[src/rtl/sd_ddr_pkg.sv]
// Shared definitions for the SD-to-DDR write path: FSM encoding, MCB command code and
// the user-port geometry helper.
package sd_ddr_pkg;

    typedef enum logic [2:0] {
        ST_IDLE = 3'd0,
        ST_FILL = 3'd1,
        ST_WORD = 3'd2,
        ST_CMD  = 3'd3,
        ST_DONE = 3'd4
    } state_t;

    localparam logic [2:0] CMD_WRITE = 3'b000;

    function automatic int bytes_per_word(input int port_w);
        return port_w / 8;
    endfunction

endpackage

[src/rtl/sd_byte_lane_packer.sv]
// Collects SD bytes into one PORT_W-wide user-port word, lane by lane; a clear zeroes
// every lane so a short tail word leaves its unfilled lanes at 0.
module sd_byte_lane_packer
    import sd_ddr_pkg::*;
#(
    parameter int PORT_W    = 128,
    parameter bit BYTE_SWAP = 1'b0,
    localparam int BPW      = bytes_per_word(PORT_W),
    localparam int LANE_W   = $clog2(BPW) + 1
) (
    input  logic              clk,
    input  logic              rst_n,
    input  logic              clear,
    input  logic              load,
    input  logic [7:0]        byte_in,
    output logic [PORT_W-1:0] word,
    output logic              last_lane
);

    logic [PORT_W-1:0] word_q, word_d;
    logic [LANE_W-1:0] lane_q, lane_d;

    always_comb begin
        word_d = word_q;
        lane_d = lane_q;
        if (clear) begin
            word_d = '0;
            lane_d = '0;
        end else if (load) begin
            // With BYTE_SWAP the first byte of a word lands in the top lane.
            for (int i = 0; i < BPW; i++) begin
                if (lane_q == LANE_W'(BYTE_SWAP ? (BPW - 1 - i) : i)) begin
                    word_d[i*8 +: 8] = byte_in;
                end
            end
            lane_d = lane_q + 1'b1;
        end
    end

    always_ff @(posedge clk or negedge rst_n) begin
        if (!rst_n) begin
            word_q <= '0;
            lane_q <= '0;
        end else begin
            word_q <= word_d;
            lane_q <= lane_d;
        end
    end

    assign word      = word_q;
    assign last_lane = (lane_q == LANE_W'(BPW - 1));

endmodule

[src/rtl/sd_ddr_burst_packer.sv]
// SD byte stream to MCB write port: packs bytes into user-port words, pushes them into the
// write FIFO and issues one write command per burst, addresses running linearly from BASE_ADDR.
module sd_ddr_burst_packer
    import sd_ddr_pkg::*;
#(
    parameter int                PORT_W      = 128,
    parameter int                BURST_LEN   = 32,
    parameter int                ADDR_W      = 30,
    parameter logic [ADDR_W-1:0] BASE_ADDR   = '0,
    parameter int                FRAME_BYTES = 1572864,
    parameter bit                BYTE_SWAP   = 1'b0
) (
    input  logic                clk_50M,
    input  logic                reset_n,
    input  logic                start,
    input  logic                byte_valid,
    input  logic [7:0]          byte_data,
    output logic                byte_ready,
    output logic                wr_en,
    output logic [PORT_W-1:0]   wr_data,
    output logic [PORT_W/8-1:0] wr_mask,
    input  logic                wr_full,
    output logic                cmd_en,
    output logic [2:0]          cmd_instr,
    output logic [5:0]          cmd_bl,
    output logic [ADDR_W-1:0]   cmd_byte_addr,
    input  logic                cmd_full,
    output logic                busy,
    output logic                frame_done,
    output logic                err_overflow
);

    localparam int BPW = bytes_per_word(PORT_W);

    state_t            state_q, state_d;
    logic [6:0]        burst_q, burst_d;
    logic [31:0]       fbytes_q, fbytes_d;
    logic [ADDR_W-1:0] addr_q, addr_d;
    logic              frame_done_q, frame_done_d;
    logic              err_q, err_d;

    logic              pk_clear;
    logic              pk_load;
    logic              pk_last;
    logic              frame_end;
    logic [ADDR_W-1:0] addr_incr;

    sd_byte_lane_packer #(
        .PORT_W    (PORT_W),
        .BYTE_SWAP (BYTE_SWAP)
    ) u_lane_packer (
        .clk       (clk_50M),
        .rst_n     (reset_n),
        .clear     (pk_clear),
        .load      (pk_load),
        .byte_in   (byte_data),
        .word      (wr_data),
        .last_lane (pk_last)
    );

    assign frame_end = (fbytes_q == 32'(FRAME_BYTES));
    assign addr_incr = ADDR_W'(burst_q) * ADDR_W'(BPW);

    always_comb begin
        state_d      = state_q;
        burst_d      = burst_q;
        fbytes_d     = fbytes_q;
        addr_d       = addr_q;
        frame_done_d = frame_done_q;
        err_d        = err_q;
        pk_clear     = 1'b0;
        pk_load      = 1'b0;

        case (state_q)
            ST_IDLE, ST_DONE: begin
                if (start) begin
                    state_d      = ST_FILL;
                    burst_d      = '0;
                    fbytes_d     = '0;
                    addr_d       = BASE_ADDR;
                    frame_done_d = 1'b0;
                    err_d        = 1'b0;
                    pk_clear     = 1'b1;
                end
            end
            ST_FILL: begin
                if (byte_valid) begin
                    pk_load  = 1'b1;
                    fbytes_d = fbytes_q + 32'd1;
                    if (pk_last || (fbytes_d == 32'(FRAME_BYTES))) begin
                        state_d = ST_WORD;
                    end
                end
            end
            ST_WORD: begin
                if (!wr_full) begin
                    pk_clear = 1'b1;
                    burst_d  = burst_q + 7'd1;
                    // The command follows its last data word, so the MCB never sees it early.
                    if ((burst_d == 7'(BURST_LEN)) || frame_end) begin
                        state_d = ST_CMD;
                    end else begin
                        state_d = ST_FILL;
                    end
                end
            end
            ST_CMD: begin
                if (!cmd_full) begin
                    addr_d  = addr_q + addr_incr;
                    burst_d = '0;
                    if (frame_end) begin
                        state_d      = ST_DONE;
                        frame_done_d = 1'b1;
                    end else begin
                        state_d = ST_FILL;
                    end
                end
            end
            default: state_d = ST_IDLE;
        endcase

        // A byte offered outside FILL is lost; this wins over the clear done by start.
        if (byte_valid && (state_q != ST_FILL)) begin
            err_d = 1'b1;
        end
    end

    always_ff @(posedge clk_50M or negedge reset_n) begin
        if (!reset_n) begin
            state_q      <= ST_IDLE;
            burst_q      <= '0;
            fbytes_q     <= '0;
            addr_q       <= BASE_ADDR;
            frame_done_q <= 1'b0;
            err_q        <= 1'b0;
        end else begin
            state_q      <= state_d;
            burst_q      <= burst_d;
            fbytes_q     <= fbytes_d;
            addr_q       <= addr_d;
            frame_done_q <= frame_done_d;
            err_q        <= err_d;
        end
    end

    assign byte_ready    = (state_q == ST_FILL);
    assign busy          = (state_q == ST_FILL) || (state_q == ST_WORD) || (state_q == ST_CMD);
    assign wr_en         = (state_q == ST_WORD) && !wr_full;
    assign wr_mask       = '0;
    assign cmd_en        = (state_q == ST_CMD) && !cmd_full;
    assign cmd_instr     = CMD_WRITE;
    assign cmd_bl        = (state_q == ST_CMD) ? 6'(burst_q - 7'd1) : 6'd0;
    assign cmd_byte_addr = (state_q == ST_CMD) ? addr_q : '0;
    assign frame_done    = frame_done_q;
    assign err_overflow  = err_q;

endmodule

[config.mk]
export PLATFORM = sky130hd
export DESIGN_NAME = sd_ddr_burst_packer
export DESIGN_NICKNAME = d
export VERILOG_FILES = /design/src/rtl/sd_ddr_pkg.sv /design/src/rtl/sd_byte_lane_packer.sv /design/src/rtl/sd_ddr_burst_packer.sv
export SDC_FILE = /design/constraint.sdc
export NUM_CORES = 1
export LEC_CHECK = 0
export CAP_MARGIN = 20
export CORE_MARGIN = 8
export CORE_UTILIZATION = 30
export DETAILED_ROUTE_END_ITERATION = 7
export SYNTH_ARGS = -nofsm -noshare
export SYNTH_HDL_FRONTEND = slang
export SYNTH_SLANG_ARGS = --single-unit
[constraint.sdc]
create_clock -name clk_50M -period 6.87 [get_ports clk_50M]
set_input_delay 1.0305 -clock clk_50M [delete_from_list [all_inputs] [get_ports clk_50M]]
set_output_delay 1.0305 -clock clk_50M [all_outputs]
set_load 0.03 [all_outputs]
==> results.md, run 1 <==
* Crit Path Class: reg2out
* Number of enable flip-flop cells after synthesis at 0
* DRC Markers at 0
* Vert. Die Dim at 204 microns
* Number of inserted filler cells in the final layout at around 3500
* Number of hold violations in the final report at 0
* Layout net count at around 1400
* HPWL after detailed placement at 22100 microns
* Launching point of the worst reg2reg path: fbytes_q[0]
* Synthesized instance count at 1196
* Final core utilization at 38.5%
* Cells along the critical path: nand3b_1, nand2b_1, inv_2, clkdlybuf4s50_1
* Clock latency on the worst-skew pair at between 0.5 and 0.6 ns
* CP max stage cell: sky130_fd_sc_hd__clkdlybuf4s50_1
* Average wire per cell in the routed design at 18.0 microns
* All-layer global routing usage at 15.0%
* Area share of the leading cell type in the synthesized netlist at between 40% and 50%
* Cell area after technology mapping at 10600 sq um
* Worst EP required at 5.84 ns
* Reg2reg path depth at 8
* Synth cell count leaders: 203 x sky130_fd_sc_hd__dfrtp_1, 167 x sky130_fd_sc_hd__nand2_1, 126 x sky130_fd_sc_hd__nor2_1
* Row Count at 69
* Combinational fraction of design power at 29.3%
* Post-Synthesis Mean Instance Area at 8.90 sq um
* Placer congestion estimate at 0.875
* Status: completed
* Slew margin rel. at 26.8%
* Total iterations of the first detailed-routing run at 5
* Share of the clock period used by the worst path at 57.2%
* Crit Path Max Fanout at 15
* Initial antenna violation count at 0
* Commonest register cell after synthesis: sky130_fd_sc_hd__dfrtp_1
* Final setup violation count at 0
* Clock slew at reported path FFs at 0.06 ns
* Sequential Power Share at between 30% and 40%
* Number of distinct library cells after synthesis at 60
* Ports placed on the boundary at 203
* Fraction of final layout cells sized beyond drive strength 1 at around 5.8%
* Overall die area at 41800 sq um
* Worst min path class: in2async
* P_int at 2.47 mW
* Async set-reset flop share out of synthesis at 100%
* Final wirelength at 32400 microns
* Syn. warnings at 0
* Maximum number of pins on one net before global-route repair at between 90 and 100
* Largest stage delay on the critical path at between 0.7 and 0.8 ns
* Violation count after the first detailed-route iteration at 720
* Aggregate negative setup slack at 0 ns
* Post-detailed-route count of antenna-violating nets at 0
* Switching power summed over all nets at 1.40 mW
* Switching share of power at 36.2%
* Launching element type of the critical path: flip-flop
* Slew @ Worst Pin at 1.09 ns
* TritonCTS Sinks at around 200
* Count of antenna diodes in the layout at 0
* Cts repair resizes at 0
* Number of buffers between clock root and the deepest sink at 3
* Data arrival, critical path at 2.90 ns
* Setup crit end kind: output port
* Top cells by area, synth: sky130_fd_sc_hd__dfrtp_1 48%, sky130_fd_sc_hd__mux2i_1 6.4%, sky130_fd_sc_hd__nand2_1 5.9%
* Via density per instance at 5.07
* Top cell type by total area after synthesis: sky130_fd_sc_hd__dfrtp_1
* Maximum ir drop on the vdd rail at 0.210 mV
* Clk network pwr share at 34.0%
* Core area at 35200 sq um
* Max-slew violations at 0
* RR Endpoint: state_q[0]
* Number of levels the H-tree was split into at 1
* Power per cell area at around 290 nW/um^2
* Unrepaired setup endpoints after global routing: false
* P_leak at 5.97 nW
* Post-CTS Hold Fix Bufs at 0
* Clock period minus worst slack at 3.93 ns
* Worst setup slack for register-to-register paths at about 3.3 ns
* Global route overflow at 0
* Synthesized flop and latch total at around 200
* Starting density of the core at 30.2%
* Fin Clk Skew at 0.0196 ns
* Quantity of I/O buffers inserted on ports at 179
* Number of setup buffers added after CTS at 0
* Root buffer cell: sky130_fd_sc_hd__clkbuf_16
* Via count of the first global-routing pass at 8912
* Clock tree from TritonCTS: done
* Horizontal extent of the die at 204 microns
* Synthesis-to-finish area growth at 27.3%
* Share of synthesized area occupied by flip-flops and latches at 47.7%
* Vias after detailed routing at 9123
* Number of buffers created by CTS at 25
* Max-capacitance violation count at 0
* Most numerous cell in the Yosys netlist: sky130_fd_sc_hd__dfrtp_1
* Setup crit start: state_q[2]
* Peak clock frequency supported by timing at 255 MHz
* Wire length of the first global-routing pass at 51000 microns
[through the flow]
step / power (mW) / hold WS (ns) / cell area (sq um) / setup WS, ns / std cells
6_report: 3.87 / 0.449 / 13600 / 2.94 / 1799
5_1_grt: 4.07 / 0.495 / 13600 / 2.72 / 1799
2_1_floorplan: 2.13 / 0.472 / 10700 / 3.94 / 1218
4_1_cts: 3.90 / 0.470 / 13500 / 2.93 / 1795
3_3_place_gp: 2.55 / 0.489 / 12600 / 3.02 / 1749
3_5_place_dp: 2.56 / 0.493 / 12600 / 3.01 / 1749
[cell usage in the layout, fill, tap and decap left out, types with 4 or more instances in the layout]
cell type,Yosys,layout
sky130_fd_sc_hd__dfrtp_1,203,203
sky130_fd_sc_hd__clkdlybuf4s50_1,0,178
sky130_fd_sc_hd__nand2_1,167,166
sky130_fd_sc_hd__nor2_1,126,125
sky130_fd_sc_hd__a21oi_1,93,93
sky130_fd_sc_hd__nand3_1,71,71
sky130_fd_sc_hd__mux2i_1,68,68
sky130_fd_sc_hd__o21ai_0,59,59
sky130_fd_sc_hd__and2_1,34,34
sky130_fd_sc_hd__nand4_1,26,26
sky130_fd_sc_hd__clkbuf_16,0,25
sky130_fd_sc_hd__conb_1,1,23
sky130_fd_sc_hd__and3_1,21,21
sky130_fd_sc_hd__xnor2_1,20,20
sky130_fd_sc_hd__nor3_1,19,18
sky130_fd_sc_hd__inv_1,17,17
sky130_fd_sc_hd__o31ai_1,17,17
sky130_fd_sc_hd__ha_1,17,17
sky130_fd_sc_hd__nor4_1,12,12
sky130_fd_sc_hd__xor2_1,9,9
sky130_fd_sc_hd__buf_4,23,9
sky130_fd_sc_hd__a31oi_1,8,8
sky130_fd_sc_hd__clkbuf_8,0,8
sky130_fd_sc_hd__o41ai_1,7,7
sky130_fd_sc_hd__nand2b_1,6,6
sky130_fd_sc_hd__and4_1,6,6
sky130_fd_sc_hd__or4_1,6,6
sky130_fd_sc_hd__clkinv_2,0,6
sky130_fd_sc_hd__or3_1,5,5
sky130_fd_sc_hd__or2_2,5,5
sky130_fd_sc_hd__a31o_2,4,4
sky130_fd_sc_hd__a21o_1,4,4
sky130_fd_sc_hd__o21bai_1,4,4
sky130_fd_sc_hd__clkbuf_1,76,4
[power by group through the flow]
stage / Clock, mW / Combinational [mW] / Sequential (mW)
finish: 1.32 / 1.13 / 1.42
detailed placement: 0 / 1.12 / 1.44
floorplan: 0 / 0.578 / 1.55
global route: 1.40 / 1.23 / 1.44
global placement: 0 / 1.11 / 1.44
CTS: 1.35 / 1.13 / 1.42
[routing by layer]
metal | global-route usage (%) | vias up | routed length, microns
li1 | - | 4350 | -
met1 | 20.5 | 4453 | 14700
met2 | 24.0 | 258 | 15200
met3 | 2.20 | 62 | 1610
met4 | 5.04 | 0 | 941
met5 | 0 | - | 0
[cells by family (layout without fill, tap and decap cells)]
logic type,Yosys count,in the layout,share of synthesized area (%)
buf+inv,136,256,5.67
fa+ha+maj,18,18,2.19
flops,203,203,47.7
other cells,1,23,0.0352
xor+xnor,29,29,2.39
mux,69,69,6.50
compound gates,223,223,12.5
simple gates,517,517,23.0
[registers in the layout, summed over array words and instances (netlist names)]
signal / cells
err_overflow: 1
u_lane_packer.word: 128
u_lane_packer.lane_q: 5
fbytes_q: 32
state_q: 3
addr_q: 26
burst_q: 7
frame_done: 1
[cell type report]
class | instances | area [sq um] | share of cell area (%)
Sequential cell | 203 | 5080 | 37.5
Multi-Input combinational cell | 879 | 5060 | 37.3
Timing Repair Buffer | 192 | 1930 | 14.3
Clock buffer | 36 | 737 | 5.44
Tap cell | 461 | 577 | 4.26
Clock inverter | 10 | 97.6 | 0.720
Inverter | 18 | 67.6 | 0.499
[how the worst max path moves through the flow]
stage / end / slack [ns] / cells past startpoint
2_1_floorplan: addr_q[23] / 3.94 / 7
3_3_place_gp: wr_en / 3.02 / 4
3_5_place_dp: addr_q[29] / 3.01 / 8
4_1_cts: cmd_en / 2.93 / 4
5_1_grt: cmd_en / 2.72 / 4
6_report: cmd_en / 2.94 / 4
[critical path, delay by kind of cell, from the launching register on]
kind                   cells  cell delay [ns]
DFF                        1             0.50
buffers and inverters      2             0.99
and+or+nand+nor            2             0.89
No activity file was read; power rests on OpenSTA's default activity.
==> run 2, diff against run 1 <==
==> constraint.sdc (replaced) <==
create_clock -name clk_50M -period 3.2 [get_ports clk_50M]
set_input_delay 0.48 -clock clk_50M [delete_from_list [all_inputs] [get_ports clk_50M]]
set_output_delay 0.48 -clock clk_50M [all_outputs]
set_load 0.03 [all_outputs]
==> run 2 against run 1 <==
  * Count of clock-buffer cells in the layout down 3
  * Non-clock buffer count increased by 39
  * Hold slack better by 0.046 ns
  * Utilization up 0.67 points
  * Wire length up 4.1%
  * Flip-flop and latch count is the same
  * Largest cell class unchanged
  * Clock power rose by 100%
==> results.md, run 2 (synthesized netlist as in run 1, its figures left out) <==
* Core area at 35200 sq um (unchanged)
* RR Endpoint: state_q[0]
* Maximum number of pins on one net before global-route repair at 82 (-14%)
* Top library cells by usage in the layout, fill and taps aside: 203 x sky130_fd_sc_hd__dfrtp_1, 178 x sky130_fd_sc_hd__clkdlybuf4s50_1, 166 x sky130_fd_sc_hd__nand2_1, 126 x sky130_fd_sc_hd__nor2_1, 93 x sky130_fd_sc_hd__a21oi_1
* Most frequent standard cell in the layout excluding fill and tap cells: sky130_fd_sc_hd__dfrtp_1
* Worst min path class: in2async
* Initial antenna violation count at 0 (unchanged)
* Ports placed on the boundary at 203 (unchanged)
* Starting density of the core at 30.2% (unchanged)
* Final WS setup at 0.201 ns (-2.74 ns)
* Horizontal extent of the die at 204 microns (unchanged)
* TritonCTS Sinks at 203 (unchanged)
* HPWL after detailed placement at 23600 microns (+7.2%)
* Number of setup buffers added after CTS at 0 (unchanged)
* Placer congestion estimate at 0.885 (+1.1%)
* Layout net count at 1389 (+2.8%)
* Quantity of I/O buffers inserted on ports at 179 (unchanged)
* Status: completed
* Global route overflow at 0 (unchanged)
* Violation count after the first detailed-route iteration at 532 (-26%)
* Worst setup slack for register-to-register paths at 0.21 ns (-3.08 ns)
* Post-detailed-route count of antenna-violating nets at 0 (unchanged)
* Via density per instance at 5.04 (-0.58%)
* Number of levels the H-tree was split into at 1 (unchanged)
* Number of buffers between clock root and the deepest sink at 3 (unchanged)
* Max-slew violations at 0 (unchanged)
* Worst EP required at 2.72 ns (-3.12 ns)
* CP max stage cell: sky130_fd_sc_hd__clkdlybuf4s50_1
* Count of antenna diodes in the layout at 0 (unchanged)
* Peak clock frequency supported by timing at roughly 330 MHz
* Non-Filler Instances at 1836 (+2.1%)
* All-layer global routing usage at 15.6% (+0.59 points)
* Overall die area at 41800 sq um (unchanged)
* Maximum ir drop on the vdd rail at 0.341 mV (+62%)
* DRC Markers at 0 (unchanged)
* Cells along the critical path: nand2b_1, or3_1, inv_1, clkdlybuf4s50_1
* Share of the clock period used by the worst path at 93.7%
* Wire length of the first global-routing pass at 53100 microns (+4.0%)
* Crit Path Max Fanout at 9 (-6)
* Power per cell area at 599 nW/um^2 (+110%)
* Launching point of the worst reg2reg path: fbytes_q[0]
* Vias after detailed routing at 9257 (+1.5%)
* Root buffer cell: sky130_fd_sc_hd__clkbuf_16
* Setup crit end kind: output port
* Unrepaired setup endpoints after global routing: false
* Clock slew at reported path FFs at 0.06 ns (about the same)
* Number of hold violations in the final report at 0 (unchanged)
* Vert. Die Dim at 204 microns (unchanged)
* Via count of the first global-routing pass at 8975 (+0.71%)
* Number of buffers created by CTS at 24 (-4.0%)
* Number of flip-flops in the largest register at 128 (unchanged)
* Clock tree from TritonCTS: done
* Synthesis-to-finish area growth at 29.6%
* Largest stage delay on the critical path at 0.71 ns (-0.02 ns)
* Fraction of final layout cells sized beyond drive strength 1 at 8.07% (+2.3 points)
* Aggregate negative setup slack at 0 ns (unchanged)
* Data arrival, critical path at 2.52 ns (-0.38 ns)
* Fin Clk Skew at 0.0148 ns (-0.00488 ns)
* Final setup violation count at 0 (unchanged)
* Reg2reg path depth at 8 (unchanged)
* Crit Path Class: reg2out
* Launching element type of the critical path: flip-flop
* Row Count at 69 (unchanged)
* Average wire per cell in the routed design at 18.4 microns (+2.0%)
* Slew margin rel. at 22.7% (-4.1 points)
* Final wirelength at 33700 microns (+4.1%)
* Max-capacitance violation count at 0 (unchanged)
* Slew @ Worst Pin at 1.16 ns (+0.0613 ns)
* Number of placed cells counting well taps at 1790 (+2.3%)
* Worst slack after detailed placement at 0.236 ns (-2.77 ns)
* Total iterations of the first detailed-routing run at 4 (-1)
* Clock latency on the worst-skew pair at 0.52 ns (-0.02 ns)
* P_leak at 6.13 nW (+2.7%)
* Clock period minus worst slack at 3.00 ns
==> run 2: cell types whose count changed in the layout (fill, tap and decap cells not counted), moves of 2 or more <==
cell	change
sky130_fd_sc_hd__buf_12	+4
sky130_fd_sc_hd__buf_4	+37
sky130_fd_sc_hd__clkbuf_8	-3
sky130_fd_sc_hd__buf_16	-2
==> run 2: per-stage QoR <==
step	cell area, sq um	total power, mW	utilization, %	hold WS (ns)
2_1_floorplan	10700	4.58	-	0.184
3_3_place_gp	13000	5.61	36.9	0.478
3_5_place_dp	13000	5.64	36.9	0.490
4_1_cts	13800	8.37	39.1	0.499
5_1_grt	13800	8.69	39.1	0.542
6_report	13800	8.26	39.1	0.495
==> run 2: area by class of cell <==
| class | count | area (sq um) |
|---|---|---|
| inverter | 18 | 67.6 |
| tap | 461 | 577 |
| clock inverter | 11 | 97.6 |
| fill | 3533 | 21400 |
| sequential | 203 | 5080 |
| clock buffer | 33 | 674 |
| timing repair buffer | 231 | 2240 |
| multi-input combinational | 879 | 5050 |
==> run 2: timing repair <==
action                                 in CTS  in global routing
gates resized for setup                     0                  0
hold buffers                                1                  0
endpoints found under the hold margin      58                  0
==> run 2: critical path, delay by kind of cell, from the launching register on <==
family / cells / cell delay [ns]
buf+inv: 2 / 0.89
flops: 1 / 0.47
simple gates: 2 / 0.64
==> run 2: metal layers <==
| metal | wire, microns | vias up | GRT usage, % |
|---|---|---|---|
| li1 | - | 4425 | - |
| met1 | 15200 | 4533 | 21.4 |
| met2 | 15900 | 246 | 24.9 |
| met3 | 1770 | 53 | 2.44 |
| met4 | 860 | 0 | 4.63 |
| met5 | 0 | - | 0 |
==> run 2: power by group <==
| part | internal [mW] | leakage, nW | switching, mW |
|---|---|---|---|
| Sequential | 2.81 | 2.81 | 0.204 |
| Combinational | 0.875 | 2.93 | 1.69 |
| Clock | 1.56 | 0.383 | 1.12 |
==> run 2: worst max path at each step <==
stage | cells after the start | to | slack (ns) | startpoint
after global placement | 8 | state_q[0] | 0.23 | fbytes_q[0]
after floorplan | 7 | addr_q[23] | 0.27 | burst_q[1]
after detailed placement | 8 | state_q[0] | 0.24 | fbytes_q[10]
after CTS | 4 | wr_en | 0.16 | state_q[0]
after global routing | 8 | state_q[0] | 0.02 | fbytes_q[0]
final | 4 | wr_en | 0.20 | state_q[0]
==> run 3, diff against run 2 <==
--- a/config.mk
+++ b/config.mk
@@ -9,6 +9,7 @@
 export CORE_MARGIN = 8
 export CORE_UTILIZATION = 30
 export DETAILED_ROUTE_END_ITERATION = 7
+export PLACE_DENSITY = 0.59
 export SYNTH_ARGS = -nofsm -noshare
 export SYNTH_HDL_FRONTEND = slang
 export SYNTH_SLANG_ARGS = --single-unit
==> run 3 against run 2 <==
  * Clock power rose by 6%
  * Non-clock buffer count fell by 3
  * Sequential share of layout area fell by 0.078 points
  * Critical endpoint is now state_q[0]
  * Largest cell class unchanged
==> results.md, run 3 (synthesized netlist as in run 1, its figures left out) <==
* Maximum ir drop on the vdd rail at 0.428 mV (+26%)
* Row Count at 69 (unchanged)
* HPWL after detailed placement at 23800 microns (+0.69%)
* Number of levels the H-tree was split into at 1 (unchanged)
* P_leak at 6.13 nW (about the same)
* Worst EP required at 3.62 ns (+0.90 ns)
* Final wirelength at 33800 microns (about the same)
* Number of placed cells counting well taps at 1787 (-0.17%)
* Clock period minus worst slack at 2.98 ns (-0.0150 ns)
* Setup crit end kind: flip-flop
* Area of all sequential standard cells at 5080 sq um (about the same)
* Peak clock frequency supported by timing at 335 MHz (+0.50%)
* Slew margin rel. at 28.8% (+6.1 points)
* Power per cell area at 610 nW/um^2 (+1.9%)
* Worst min path class: in2async
* Via count of the first global-routing pass at 9097 (+1.4%)
* Total routed wire length on the met1 layer at 15000 microns (-1.5%)
* Layout net count at 1387 (-0.14%)
* Synthesis-to-finish area growth at 29.9%
* Fin Clk Skew at 0.0162 ns (+0.00146 ns)
* Placer congestion estimate at 0.890 (+0.57%)
* Ports placed on the boundary at 203 (unchanged)
* Final setup violation count at 0 (unchanged)
* Non-Filler Instances at 1833 (-0.16%)
* Max-slew violations at 0 (unchanged)
* TritonCTS Sinks at 203 (unchanged)
* Number of inserted filler cells in the final layout at 3602 (+2.0%)
* Clock slew at reported path FFs at 0.06 ns (about the same)
* RR Endpoint: state_q[0]
* Wire length of the first global-routing pass at 53400 microns (+0.62%)
* Post-detailed-route count of antenna-violating nets at 0 (unchanged)
* Maximum number of pins on one net before global-route repair at 70 (-15%)
* Core area at 35200 sq um (unchanged)
* Reg2reg path depth at 7 (-1)
* Initial antenna violation count at 0 (unchanged)
* Worst setup slack for register-to-register paths at 0.22 ns (about the same)
* Share of the clock period used by the worst path at 93.2% (-0.47 points)
* Max Used Layer: met4
* Horizontal extent of the die at 204 microns (unchanged)
* Max-capacitance violation count at 0 (unchanged)
* Crit Path Class: reg2reg
* Status: completed
* Number of hold violations in the final report at 0 (unchanged)
* Clock tree from TritonCTS: done
* Number of buffers between clock root and the deepest sink at 3 (unchanged)
* Root buffer cell: sky130_fd_sc_hd__clkbuf_16
* Number of setup buffers added after CTS at 0 (unchanged)
* Average wire per cell in the routed design at 18.4 microns (+0.26%)
* Violation count after the first detailed-route iteration at 710 (+33%)
* Via density per instance at 5.05 (+0.19%)
* Quantity of I/O buffers inserted on ports at 179 (unchanged)
* Vias after detailed routing at 9259 (+0.022%)
* Crit Path Max Fanout at 8 (-1)
* Clock latency on the worst-skew pair at 0.54 ns (+0.02 ns)
* Data arrival, critical path at 3.40 ns (+0.88 ns)
* Global route overflow at 0 (unchanged)
* All-layer global routing usage at 15.7% (+0.15 points)
* Launching element type of the critical path: flip-flop
* Overall die area at 41800 sq um (unchanged)
* Area of combinational cells with multiple inputs at 5060 sq um (about the same)
* Count of antenna diodes in the layout at 0 (unchanged)
* DRC Markers at 0 (unchanged)
* Launching point of the worst reg2reg path: fbytes_q[10]
* Number of buffers created by CTS at 25 (+4.2%)
* Total iterations of the first detailed-routing run at 5 (+1)
* Top library cells by usage in the layout, fill and taps aside: 202 x sky130_fd_sc_hd__dfrtp_1, 178 x sky130_fd_sc_hd__clkdlybuf4s50_1, 166 x sky130_fd_sc_hd__nand2_1, 126 x sky130_fd_sc_hd__nor2_1, 93 x sky130_fd_sc_hd__a21oi_1
* Number of flip-flops in the largest register at 128 (unchanged)
* Slew @ Worst Pin at 1.06 ns (-0.0913 ns)
* Starting density of the core at 30.2% (unchanged)
* Most frequent standard cell in the layout excluding fill and tap cells: sky130_fd_sc_hd__dfrtp_1
* Amount of wire on met3 after detailed routing at 2050 microns (+16%)
* Fraction of final layout cells sized beyond drive strength 1 at 8.16% (+0.091 points)
* Vert. Die Dim at 204 microns (unchanged)
* Unrepaired setup endpoints after global routing: false
* Aggregate negative setup slack at 0 ns (unchanged)
* Met2 Routed Length at 16000 microns (+0.87%)
[run 3: cell count changes in the layout (fill, tap and decap cells not counted), sizes merged]
cell	before	now
inv	18	19
buf	50	47
clkinv	9	8
clkbuf	35	32
clkinvlp	1	3
bufinv	1	2
[run 3: worst max-delay path, stage by stage (launching register included)]
cell and delay, ns:
sky130_fd_sc_hd__dfrtp_1 0.47, sky130_fd_sc_hd__nand4_2 0.22, sky130_fd_sc_hd__or3_1 0.52, sky130_fd_sc_hd__or4_4 0.52
sky130_fd_sc_hd__a22oi_1 0.20, sky130_fd_sc_hd__nand4_1 0.12, sky130_fd_sc_hd__or4_4 0.51, sky130_fd_sc_hd__a211o_1 0.30
[run 3: where the power goes]
group	total (mW)	switching, mW	internal (mW)	leakage, nW
logic	2.59	1.71	0.878	2.91
clock network	2.85	1.18	1.67	0.402
registers	2.99	0.184	2.81	2.81
total	8.44	3.08	5.36	6.13
[run 3: what timing repair did]
item,in CTS,in global routing
hold buffers,1,0
setup endpoints to repair,0,2
hold endpoints to repair,59,0
gates resized for setup,0,2
[run 3: metal layers]
metal	vias to the layer above	track usage, %
met4	0	4.09
met1	4536	21.3
met3	48	2.71
met5	-	0
met2	259	25.7
li1	4416	-
[run 3: how the worst max path moves through the flow]
stage | start | end | slack (ns) | depth (start not counted)
2_1_floorplan | burst_q[1] | addr_q[23] | 0.27 | 7
3_3_place_gp | byte_valid | state_q[0] | 0.05 | 9
3_5_place_dp | byte_valid | state_q[0] | 0.18 | 9
4_1_cts | fbytes_q[3] | state_q[0] | 0.21 | 8
5_1_grt | fbytes_q[10] | state_q[0] | 0.05 | 7
6_report | fbytes_q[10] | state_q[0] | 0.22 | 7
[run 3: metrics by stage]
stage	utilization [%]	worst slack, ns	hold WS (ns)	total power [mW]	area [sq um]
final	39.2	0.216	0.476	8.44	13800
after floorplan	-	0.274	0.184	4.58	10700
after global placement	36.8	0.0468	0.462	5.63	13000
after global routing	39.2	0.0509	0.501	8.86	13800
after CTS	39.2	0.211	0.486	8.55	13800
after detailed placement	36.8	0.180	0.469	5.65	13000
[run 3: layout make-up]
class                           instances  area share, %
Tap cell                              461           4.17
Multi-Input combinational cell        879           36.6
Inverter                               18          0.489
Clock inverter                         14           1.09
Clock buffer                           30           4.88
Sequential cell                       203           36.8
Timing Repair Buffer                  228           16.0
